File: src/rtl/multi_digit_bcd_counter.sv
// Cascaded up/down counter of DIGITS 4-bit digits, each of modulus RADIX, with
// range-checked parallel load and either wrap or saturate at the ends of range.
module multi_digit_bcd_counter #(
    parameter int DIGITS   = 4,
    parameter int RADIX    = 10,
    parameter int SATURATE = 0
) (
    input  logic                CLK,
    input  logic                MR_N,
    input  logic [4*DIGITS-1:0] D,
    input  logic                PL,
    input  logic                CE,
    input  logic                UP,
    input  logic                DN,
    output logic [4*DIGITS-1:0] Q,
    output logic                TCU,
    output logic                TCD,
    output logic                AT_MAX,
    output logic                AT_MIN,
    output logic                LOAD_ERR
);

    localparam logic [3:0] MAX_DIGIT = 4'(RADIX - 1);
    localparam logic [4:0] RADIX_W   = 5'(RADIX);
    localparam logic       SAT       = (SATURATE != 0);

    function automatic logic digit_valid(input logic [3:0] digit);
        return ({1'b0, digit} < RADIX_W);
    endfunction

    logic [4*DIGITS-1:0] q_r;
    logic                tcu_r;
    logic                tcd_r;
    logic                load_err_r;

    logic [4*DIGITS-1:0] q_up_s;
    logic [4*DIGITS-1:0] q_dn_s;
    logic [4*DIGITS-1:0] q_load_s;
    logic                carry_s;
    logic                borrow_s;
    logic                load_bad_s;
    logic                at_max_s;
    logic                at_min_s;
    logic                step_up_s;
    logic                step_dn_s;

    // Full ripple increment/decrement: a digit moves only while carry/borrow is live.
    always_comb begin
        q_up_s   = q_r;
        q_dn_s   = q_r;
        carry_s  = 1'b1;
        borrow_s = 1'b1;
        for (int k = 0; k < DIGITS; k++) begin
            q_up_s[4*k +: 4] = carry_s ?
                ((q_r[4*k +: 4] == MAX_DIGIT) ? 4'd0 : (q_r[4*k +: 4] + 4'd1)) :
                q_r[4*k +: 4];
            q_dn_s[4*k +: 4] = borrow_s ?
                ((q_r[4*k +: 4] == 4'd0) ? MAX_DIGIT : (q_r[4*k +: 4] - 4'd1)) :
                q_r[4*k +: 4];
            carry_s  = carry_s & (q_r[4*k +: 4] == MAX_DIGIT);
            borrow_s = borrow_s & (q_r[4*k +: 4] == 4'd0);
        end
    end

    // Load value with out-of-range digits forced to zero and flagged.
    always_comb begin
        q_load_s   = '0;
        load_bad_s = 1'b0;
        for (int k = 0; k < DIGITS; k++) begin
            q_load_s[4*k +: 4] = digit_valid(D[4*k +: 4]) ? D[4*k +: 4] : 4'd0;
            load_bad_s         = load_bad_s | ~digit_valid(D[4*k +: 4]);
        end
    end

    // End-of-range decodes of the registered count.
    always_comb begin
        at_max_s = 1'b1;
        at_min_s = 1'b1;
        for (int k = 0; k < DIGITS; k++) begin
            at_max_s = at_max_s & (q_r[4*k +: 4] == MAX_DIGIT);
            at_min_s = at_min_s & (q_r[4*k +: 4] == 4'd0);
        end
    end

    assign step_up_s = CE & UP & ~DN;
    assign step_dn_s = CE & DN & ~UP;

    // Count state, terminal-count pulses and sticky load error.
    always_ff @(posedge CLK or negedge MR_N) begin
        if (!MR_N) begin
            q_r        <= '0;
            tcu_r      <= 1'b0;
            tcd_r      <= 1'b0;
            load_err_r <= 1'b0;
        end else if (PL) begin
            q_r        <= q_load_s;
            tcu_r      <= 1'b0;
            tcd_r      <= 1'b0;
            load_err_r <= load_err_r | load_bad_s;
        end else if (step_up_s) begin
            if (at_max_s && SAT) begin
                q_r   <= q_r;
                tcu_r <= 1'b0;
            end else begin
                q_r   <= q_up_s;
                tcu_r <= at_max_s;
            end
            tcd_r <= 1'b0;
        end else if (step_dn_s) begin
            if (at_min_s && SAT) begin
                q_r   <= q_r;
                tcd_r <= 1'b0;
            end else begin
                q_r   <= q_dn_s;
                tcd_r <= at_min_s;
            end
            tcu_r <= 1'b0;
        end else begin
            q_r   <= q_r;
            tcu_r <= 1'b0;
            tcd_r <= 1'b0;
        end
    end

    assign Q        = q_r;
    assign TCU      = tcu_r;
    assign TCD      = tcd_r;
    assign LOAD_ERR = load_err_r;
    assign AT_MAX   = at_max_s;
    assign AT_MIN   = at_min_s;

endmodule

File: config.mk
export PLATFORM = sky130hd
export DESIGN_NAME = multi_digit_bcd_counter
export DESIGN_NICKNAME = d
export VERILOG_FILES = /design/src/rtl/multi_digit_bcd_counter.sv
export SDC_FILE = /design/constraint.sdc
export NUM_CORES = 1
export LEC_CHECK = 0
export ABC_AREA = 0
export ABC_CLOCK_PERIOD_IN_PS = 1900
export BUFFER_PORTS_ARGS = -buffer_cell sky130_fd_sc_hd__buf_4
export CAP_MARGIN = 10
export CORE_ASPECT_RATIO = 0.5
export CORE_UTILIZATION = 49
export DETAILED_ROUTE_END_ITERATION = 7
export GPL_ROUTABILITY_DRIVEN = 0
export HOLD_SLACK_MARGIN = 0.1
export PLACE_DENSITY = 0.81
export SLEW_MARGIN = 20
export SYNTH_ARGS = -nofsm -noshare
export SYNTH_HDL_FRONTEND = slang
export SYNTH_SLANG_ARGS = --single-unit
export TNS_END_PERCENT = 5
File: constraint.sdc
create_clock -name CLK -period 1.9 [get_ports CLK]
set_clock_uncertainty 0.1 [all_clocks]
set_input_delay 0.57 -clock CLK [delete_from_list [all_inputs] [get_ports CLK]]
set_output_delay 0.57 -clock CLK [all_outputs]
set_load 0.03 [all_outputs]
==> results of run 1 <==
-- area by class of cell --
class	count	area share
inverter	4	0.005822
clock buffer	4	0.01747
tap	51	0.02475
timing repair buffer	86	0.2620
sequential	19	0.1883
multi-input combinational	173	0.5017
-- timing repair --
item                                    CTS  global route
gates resized for setup                   8             8
cloned                                    0             0
pin swaps                                 9             5
hold endpoints to repair                 19             0
setup buffers                             4             0
endpoints found under the setup margin   11            16
hold buffers                              1             0
-- flip-flops by register name, indices dropped and copies added, names as in the netlist --
name      count
TCU           1
LOAD_ERR      1
Q            16
TCD           1
-- report_power, final --
group	leakage, nW	internal (mW)	switching, mW
clock network	0.0228	0.150	0.162
registers	0.228	0.495	0.116
logic	0.816	0.676	0.772
total	1.07	1.32	1.05
-- metal layers --
layer	global-route usage	vias up
met4	0.1452	0
met2	0.5215	127
met3	0.06581	22
li1	-	954
met5	0	-
met1	0.4336	995
-- worst max path at each step --
stage | to | start | slack [ns] | cells after the start
finish | AT_MAX | Q[3] | -0.29 | 4
CTS | AT_MIN | Q[10] | -0.29 | 5
global route | AT_MAX | Q[9] | -0.34 | 4
detailed placement | Q[6] | DN | -0.22 | 7
global placement | Q[9] | UP | -0.18 | 6
floorplan | AT_MAX | Q[9] | -0.10 | 4
-- synth_stat cells, types with 2 or more instances --
cell      number  area share
a211o_1        2      0.0096
a211oi_1       2      0.0083
a21o_1         2      0.0083
a21oi_1       10       0.028
a22o_1         2      0.0096
a31oi_1        2      0.0069
a32o_1         2       0.011
a32oi_1        2      0.0096
and4bb_1       2       0.014
buf_2          9       0.025
buf_6          3       0.019
clkbuf_1       8       0.017
dfrtp_1       19        0.26
inv_1          4      0.0083
mux2_2         7       0.043
mux2i_1        2       0.011
nand2_1       18       0.037
nand2b_1       2      0.0069
nand3_1       10       0.028
nand3b_1       5       0.021
nand4_1        4       0.014
nand4b_1       3       0.014
nor2_1        18       0.037
nor2b_1        6       0.021
nor3_1         3      0.0083
nor4_1         5       0.017
o211ai_1       4       0.017
o21ai_0       13       0.036
o21ai_2        2      0.0096
o31a_1         2      0.0096
o32ai_1        2      0.0096
or4_1          2      0.0083
xnor2_1        5       0.024
xor2_1         3       0.014
-- cell families after synthesis --
| kind of cell | count (synthesis) | share of synthesized area |
|---|---|---|
| buffers and inverters | 26 | 0.08046 |
| AO/OA/AOI/OAI | 64 | 0.2620 |
| multiplexers | 9 | 0.05434 |
| AND/OR/NAND/NOR | 92 | 0.3033 |
| XOR/XNOR | 8 | 0.03852 |
| flip-flops | 19 | 0.2614 |
-- worst register-to-register path, delay by kind of cell (launching register included) --
family                 cells  cell delay, ns
buffers and inverters      3            0.45
AO/OA/AOI/OAI              1            0.16
AND/OR/NAND/NOR            3            0.65
flip-flops                 1            0.43
multiplexers               1            0.20
-- through the flow --
| stage | setup TNS (ns) | total power [mW] |
|---|---|---|
| after global placement | -1.824 | 1.926 |
| after floorplan | -0.5885 | 1.519 |
| after detailed placement | -2.348 | 1.976 |
| final | -1.369 | 2.372 |
| after CTS | -1.210 | 2.328 |
| after global routing | -2.033 | 2.515 |
==> results.yml, run 1 <==
floorplan:
  initial_core_util: 0.5211
  dieArea_sq_um: 3975
  row_count: 15
  die_y_um: 45.09
  ios: 43
  core_area_sq_um: 3491
  die_w_um: 88.17
global_route:
  grt_pass1_wl_um: 9563
  grtUsageTotal: 0.3254
  grt_max_degree: 20
  grt_pass1_vias: 1905
  grt_antenna_before_repair: 0
  overflow: 0
layout:
  stdcell_area_sq_um: 2579
  multi_input_area_sq_um: 1294
  utilization: 0.7387
  syn2layout_area_growth_pct: 41.75
  register_area_sq_um: 485.5
  mostFrequentLayoutCell: "buf_4"
  fin_nets: 309
  fin_cells: 337
  final_cell_mix: "buf_4 (80), nand2_1 (18), nor2_1 (15), o21ai_0 (13), dfrtp_1 (11)"
  fillers: 256
  drive_above_1_share: 0.4406
  antenna_cells: 0
sta:
  fin_crit_ns: 2.186
  fin_crit_sh: 1.150
  max_slew_margin: 0.5488
  finalWorstSetupSlack_ns: -0.2856
  hold_ws_ns: 0.3669
  finalSetupViolations: 11
  rsz0062_at_grt: "yes"
  hold_viol_final: 0
  drv_slew: 0
  fmax_ghz: 0.4575
  tightest_slew_ns: 0.6683
synth:
  async_flop_share: 1.000
  synth_cells: 218
  synth_enable_flop_cells: 0
  synth-seq-area-share: 0.2613
  synth_seq_cells: 19
  syn_area_sq_um: 1819
  syn_area_per_cell_sq_um: 8.345
  synthFlopType: "dfrtp_1"
  synth.net_count: 240
  yosysUniqueCellTypes: 67
  yosysWarnings: 0
placed_design:
  portBuffers: 42
  hpwl_um: 4052
  place_area_sq_um: 2420
  dp_slack_ns: -0.2179
  dp.cells: 328
outcome:
  status: "complete, but fails checks"
  violations: "negative setup slack"
routing:
  firstDrtPassIters: 5
  drtAntennaViolNets: 0
  drtIter0Drc: 171
  drt-met1-wl_um: 2388
  routed_wl_um: 5820
  drcViolationCount: 0
  drt-wirelength-per-cell_um: 17.27
  route.met3.wl_um: 491
  routed-wl-met2_um: 2776
  vias_per_cell: 6.226
  routed.top_layer: "met4"
  dr_total_vias: 2098
clocking:
  h-tree-depth: 1
  insertion_delay_ns: 0.27
  cts_root_buffer: "clkbuf_8"
  cts_buffer_depth: 2
  cts-buffers-inserted: 3
  numClockSinks: 19
  clk_pin_slew_ns: 0.08
  cts_tree: "done"
critical_path:
  start_kind: "flop"
  rr_endpoint: "Q[12]"
  arrival_ns: 1.52
  critPathMaxFanout: 7
  cp_slowest_cell: "dfrtp_2"
  r2r_slack_ns: -0.22
  path_delay_family: "simple AND/OR/NAND/NOR gates"
  critPathMaxStageDelay_ns: 0.46
  r2r_cells: 8
  cp_num_buf_inv: 1
  worstSetupPathType: "flop to output port"
  crit_chain: "and4bb_2 -> nand4_1 -> nor2_4 -> buf_6"
  rr_startpoint: "Q[7]"
  crit_path_end_kind: "output port"
  required_ns: 1.23
worst_hold_path:
  hold_depth: 1
  hold_end: "LOAD_ERR"
  worstHoldStart: "LOAD_ERR"
  hold_path_class: "flop to flop"
run:
  max-cap-violations: 0
power:
  ir_drop_v: 0.0005846
  p_leak_nw: 1.067
  cellPowerDensity_nw_per_um2: 920.0
Note: power is estimated with default switching activity, not from simulation.
==> run 2: changes to the inputs <==
--- a/config.mk
+++ b/config.mk
@@ -6,15 +6,15 @@
 export NUM_CORES = 1
 export LEC_CHECK = 0
 export ABC_AREA = 0
-export ABC_CLOCK_PERIOD_IN_PS = 1900
+export ABC_CLOCK_PERIOD_IN_PS = 2150
 export BUFFER_PORTS_ARGS = -buffer_cell sky130_fd_sc_hd__buf_4
 export CAP_MARGIN = 10
 export CORE_ASPECT_RATIO = 0.5
-export CORE_UTILIZATION = 49
+export CORE_UTILIZATION = 54
 export DETAILED_ROUTE_END_ITERATION = 7
 export GPL_ROUTABILITY_DRIVEN = 0
 export HOLD_SLACK_MARGIN = 0.1
-export PLACE_DENSITY = 0.81
+export PLACE_DENSITY = 0.84
 export SLEW_MARGIN = 20
 export SYNTH_ARGS = -nofsm -noshare
 export SYNTH_HDL_FRONTEND = slang
==> constraint.sdc (replaced) <==
create_clock -name CLK -period 2.15 [get_ports CLK]
set_clock_uncertainty 0.1 [all_clocks]
set_input_delay 0.645 -clock CLK [delete_from_list [all_inputs] [get_ports CLK]]
set_output_delay 0.645 -clock CLK [all_outputs]
set_load 0.03 [all_outputs]
==> results.yml, run 2 (synthesis results as in run 1) <==
outcome:
  status: "complete, but fails checks"
  violations: "design-rule violations, negative setup slack"
layout:
  fillers: 209
  syn2layout_area_growth_pct: 31.43
  fin_cells: 309
  fin_nets: 292
  mostFrequentLayoutCell: "buf_4"
  antenna_cells: 0
  stdcell_area_sq_um: 2391
  final_cell_mix: "buf_4 (63), nand2_1 (18), dfrtp_1 (15), nor2_1 (15), o21ai_0 (13)"
  largest_reg_flops: 16
  drive_above_1_share: 0.3792
global_route:
  grt_pass1_wl_um: 8376
  grtUsageTotal: 0.2992
  grt_antenna_before_repair: 0
  grt_pass1_vias: 1724
  grt_max_degree: 22
  overflow: 0
sta:
  drv_slew: 0
  rsz0062_at_grt: "yes"
  fin_crit_sh: 1.077
  hold_ws_ns: 0.1417
  tns_ns: -0.2815
  max_slew_margin: 0.7126
  hold_viol_final: 0
  fmax_ghz: 0.4319
  finalSetupViolations: 2
  fin_crit_ns: 2.315
  finalWorstSetupSlack_ns: -0.1653
  tightest_slew_ns: 0.4265
worst_hold_path:
  hold_path_class: "primary input to async pin"
clocking:
  cts-buffers-inserted: 3
  numClockSinks: 19
  postCtsSetupRepairBufs: 0
  clk_pin_slew_ns: 0.08
  h-tree-depth: 1
  cts_root_buffer: "clkbuf_8"
  insertion_delay_ns: 0.27
  cts_tree: "done"
  cts_buffer_depth: 2
  postCtsHoldBufs: 0
placed_design:
  hpwl_um: 3764
  dp.cells: 305
  portBuffers: 42
  dp_slack_ns: -0.09612
  place_area_sq_um: 2313
run:
  max-cap-violations: 0
floorplan:
  die_w_um: 84.09
  row_count: 14
  dieArea_sq_um: 3619
  ios: 43
  core_area_sq_um: 3100
  initial_core_util: 0.5868
  die_y_um: 43.04
routing:
  drtIter0Drc: 168
  drtAntennaViolNets: 0
  drcViolationCount: 4
  dr_total_vias: 1970
  drt-wirelength-per-cell_um: 16.88
  vias_per_cell: 6.375
  routed_wl_um: 5216
  firstDrtPassIters: 7
critical_path:
  path_delay_family: "simple AND/OR/NAND/NOR gates"
  crit_path_end_kind: "output port"
  worstSetupPathType: "flop to output port"
  required_ns: 1.40
  critPathMaxFanout: 3
  start_kind: "flop"
  arrival_ns: 1.57
  cp_slowest_cell: "dfrtp_1"
  critPathMaxStageDelay_ns: 0.43
  crit_chain: "nor4_4 -> nand4_2 -> nor2_2 -> buf_6"
  cp_num_buf_inv: 1
power:
  cellPowerDensity_nw_per_um2: 827.3
  p_leak_nw: 0.9921
  ir_drop_v: 0.0005918
## run 2: what timing repair did
item	in CTS	in global routing
pin swaps	5	0
gates resized for setup	7	1
endpoints found under the hold margin	0	0
setup endpoints to repair	2	2
## run 2: path summary, 6_finish.rpt
kind | to | slack (ns) | depth (start not counted) | start
max | AT_MIN | -0.17 | 4 | Q[8]
min | TCU | 0.14 | 1 | MR_N
max reg2reg | Q[11] | 0.15 | 5 | Q[2]
min reg2reg | LOAD_ERR | 0.36 | 1 | LOAD_ERR
max in group asynchronous | Q[11] | 1.58 | 1 | MR_N
min in group CLK | LOAD_ERR | 0.36 | 1 | LOAD_ERR
## run 2: area by class of cell
| type | count | area, sq um | share of cell area |
|---|---|---|---|
| multi-input cells | 173 | 1234 | 0.5160 |
| repair buffers | 69 | 566.8 | 0.2370 |
| flip-flops and latches | 19 | 480.5 | 0.2009 |
| well taps | 40 | 50.05 | 0.02093 |
| clock buffers | 4 | 45.04 | 0.01884 |
| inverters | 4 | 15.01 | 0.006279 |
## run 2: stage by stage
stage                       util  total power, mW
after global routing      0.7712            2.093
after CTS                 0.7704            1.963
after detailed placement  0.7462            1.653
after global placement    0.7462            1.614
after floorplan                -            1.278
final                     0.7712            1.978
## run 2: where the power goes
| part | leakage, nW | switching, mW | total, mW | internal (mW) |
|---|---|---|---|---|
| Sequential | 0.234 | 0.129 | 0.565 | 0.435 |
| Clock | 0.0228 | 0.135 | 0.267 | 0.133 |
| Combinational | 0.736 | 0.612 | 1.15 | 0.534 |
| Total | 0.992 | 0.876 | 1.98 | 1.10 |
## run 2: layer usage
layer / vias up / GRT usage / share of wire
li1: 922 / - / -
met1: 941 / 0.4168 / 0.44
met2: 98 / 0.4803 / 0.47
met3: 9 / 0.05837 / 0.077
met4: 0 / 0.07931 / 0.012
met5: - / 0 / 0
==> run 3: changes to the inputs <==
--- a/config.mk
+++ b/config.mk
@@ -7,14 +7,14 @@
 export LEC_CHECK = 0
 export ABC_AREA = 0
 export ABC_CLOCK_PERIOD_IN_PS = 2150
-export BUFFER_PORTS_ARGS = -buffer_cell sky130_fd_sc_hd__buf_4
 export CAP_MARGIN = 10
 export CORE_ASPECT_RATIO = 0.5
-export CORE_UTILIZATION = 54
+export CORE_UTILIZATION = 60
 export DETAILED_ROUTE_END_ITERATION = 7
+export DONT_BUFFER_PORTS = 1
 export GPL_ROUTABILITY_DRIVEN = 0
 export HOLD_SLACK_MARGIN = 0.1
-export PLACE_DENSITY = 0.84
+export PLACE_DENSITY = 0.8
 export SLEW_MARGIN = 20
 export SYNTH_ARGS = -nofsm -noshare
 export SYNTH_HDL_FRONTEND = slang
==> results.yml, run 3 (synthesis results as in run 1) <==
routing:
  routed_wl_um: 4902
  drtIter0Drc: 161
  drt-wirelength-per-cell_um: 18.29
  firstDrtPassIters: 5
  vias_per_cell: 6.795
  drcViolationCount: 0
  drtAntennaViolNets: 0
  dr_total_vias: 1821
floorplan:
  die_w_um: 79.87
  initial_core_util: 0.6658
  die_y_um: 40.94
  dieArea_sq_um: 3269
  row_count: 13
  core_area_sq_um: 2733
  ios: 43
critical_path:
  worstSetupPathType: "flop to output port"
  crit_path_end_kind: "output port"
  crit_chain: "nor4bb_4 -> nand4_1 -> nor2_4"
  start_kind: "flop"
  cp_slowest_cell: "dfrtp_2"
  cp_num_buf_inv: 0
  arrival_ns: 1.50
  critPathMaxStageDelay_ns: 0.45
  path_delay_family: "simple AND/OR/NAND/NOR gates"
  critPathMaxFanout: 3
  required_ns: 1.40
clocking:
  cts_root_buffer: "clkbuf_8"
  insertion_delay_ns: 0.26
  cts_tree: "done"
  numClockSinks: 19
  cts-buffers-inserted: 3
  h-tree-depth: 1
  clk_pin_slew_ns: 0.08
  cts_buffer_depth: 2
global_route:
  grt_pass1_wl_um: 7493
  grtUsageTotal: 0.3188
  grt_max_degree: 36
  grt_antenna_before_repair: 0
  grt_pass1_vias: 1529
  overflow: 0
placed_design:
  portBuffers: 0
  place_area_sq_um: 1984
  dp.cells: 262
  hpwl_um: 3636
layout:
  fin_nets: 254
  fillers: 201
  mostFrequentLayoutCell: "buf_4"
  stdcell_area_sq_um: 2072
  syn2layout_area_growth_pct: 13.89
  drive_above_1_share: 0.2684
  final_cell_mix: "buf_4 (28), nand2_1 (18), dfrtp_1 (15), nor2_1 (15), o21ai_0 (13)"
  antenna_cells: 0
  fin_cells: 268
  largest_reg_flops: 16
power:
  power_mw: 1.847
  cellPowerDensity_nw_per_um2: 891.5
  ir_drop_v: 0.0006766
  p_leak_nw: 0.7964
sta:
  finalWorstSetupSlack_ns: -0.09590
  rsz0062_at_grt: "yes"
  fin_crit_sh: 1.045
  fmax_ghz: 0.4453
  tightest_slew_ns: 0.8868
  tns_ns: -0.1846
  drv_slew: 0
  hold_viol_final: 0
  fin_crit_ns: 2.246
  max_slew_margin: 0.4068
  finalSetupViolations: 2
worst_hold_path:
  hold_path_class: "primary input to flop"
outcome:
  violations: "negative setup slack"
  status: "complete, but fails checks"
run:
  max-cap-violations: 0
-- run 3: worst paths after layout --
kind | startpoint | to | depth (start not counted) | slack (ns)
min in group asynchronous | MR_N | Q[12] | 1 | 0.85
worst min-delay path | PL | TCD | 1 | 0.35
worst max register to register | Q[0] | Q[6] | 5 | 0.14
max in group asynchronous | MR_N | Q[6] | 1 | 0.50
worst max-delay path | Q[10] | AT_MAX | 3 | -0.1
worst min register to register | Q[14] | TCD | 3 | 0.51
-- run 3: through the flow --
step	hold WS [ns]	utilization	setup WS, ns
floorplan	0.2494	-	-0.002066
global placement	0.2499	0.7262	0.06064
detailed placement	0.2499	0.7262	0.04921
CTS	0.3379	0.7555	-0.1069
global route	0.3426	0.7582	-0.1742
finish	0.3542	0.7582	-0.09590
-- run 3: layout make-up --
class | instances | area [sq um] | share of cell area
clock buffer | 4 | 45.04 | 0.02174
inverter | 4 | 15.01 | 0.007246
multi-input combinational | 173 | 1234 | 0.5954
sequential | 19 | 480.5 | 0.2319
tap | 37 | 46.29 | 0.02234
timing repair buffer | 31 | 251.5 | 0.1214
-- run 3: worst register-to-register path, cell delays in order, from the launching register on --
cell	delay, ns
dfrtp_1	0.45
buf_4	0.23
and4b_1	0.20
o211ai_2	0.36
and4bb_1	0.27
o32ai_1	0.30
-- run 3: what timing repair did --
item,4_1_cts,5_1_grt
pin swaps,5,1
hold buffers,1,0
setup buffers,1,0
setup endpoints to repair,2,2
resized for setup,2,3
endpoints found under the hold margin,19,0
-- run 3: power by group --
part / internal, mW / leakage, nW / switching (mW) / total [mW]
registers: 0.436 / 0.233 / 0.116 / 0.552
clock network: 0.132 / 0.0228 / 0.126 / 0.258
logic: 0.451 / 0.540 / 0.586 / 1.04
total: 1.02 / 0.796 / 0.828 / 1.85
-- run 3: routing by layer --
layer | vias up | part of all wire | global-route usage
li1 | 850 | - | -
met1 | 864 | 0.46 | 0.4397
met2 | 99 | 0.44 | 0.4979
met3 | 8 | 0.092 | 0.09111
met4 | 0 | 0.011 | 0.08482
met5 | - | 0 | 0
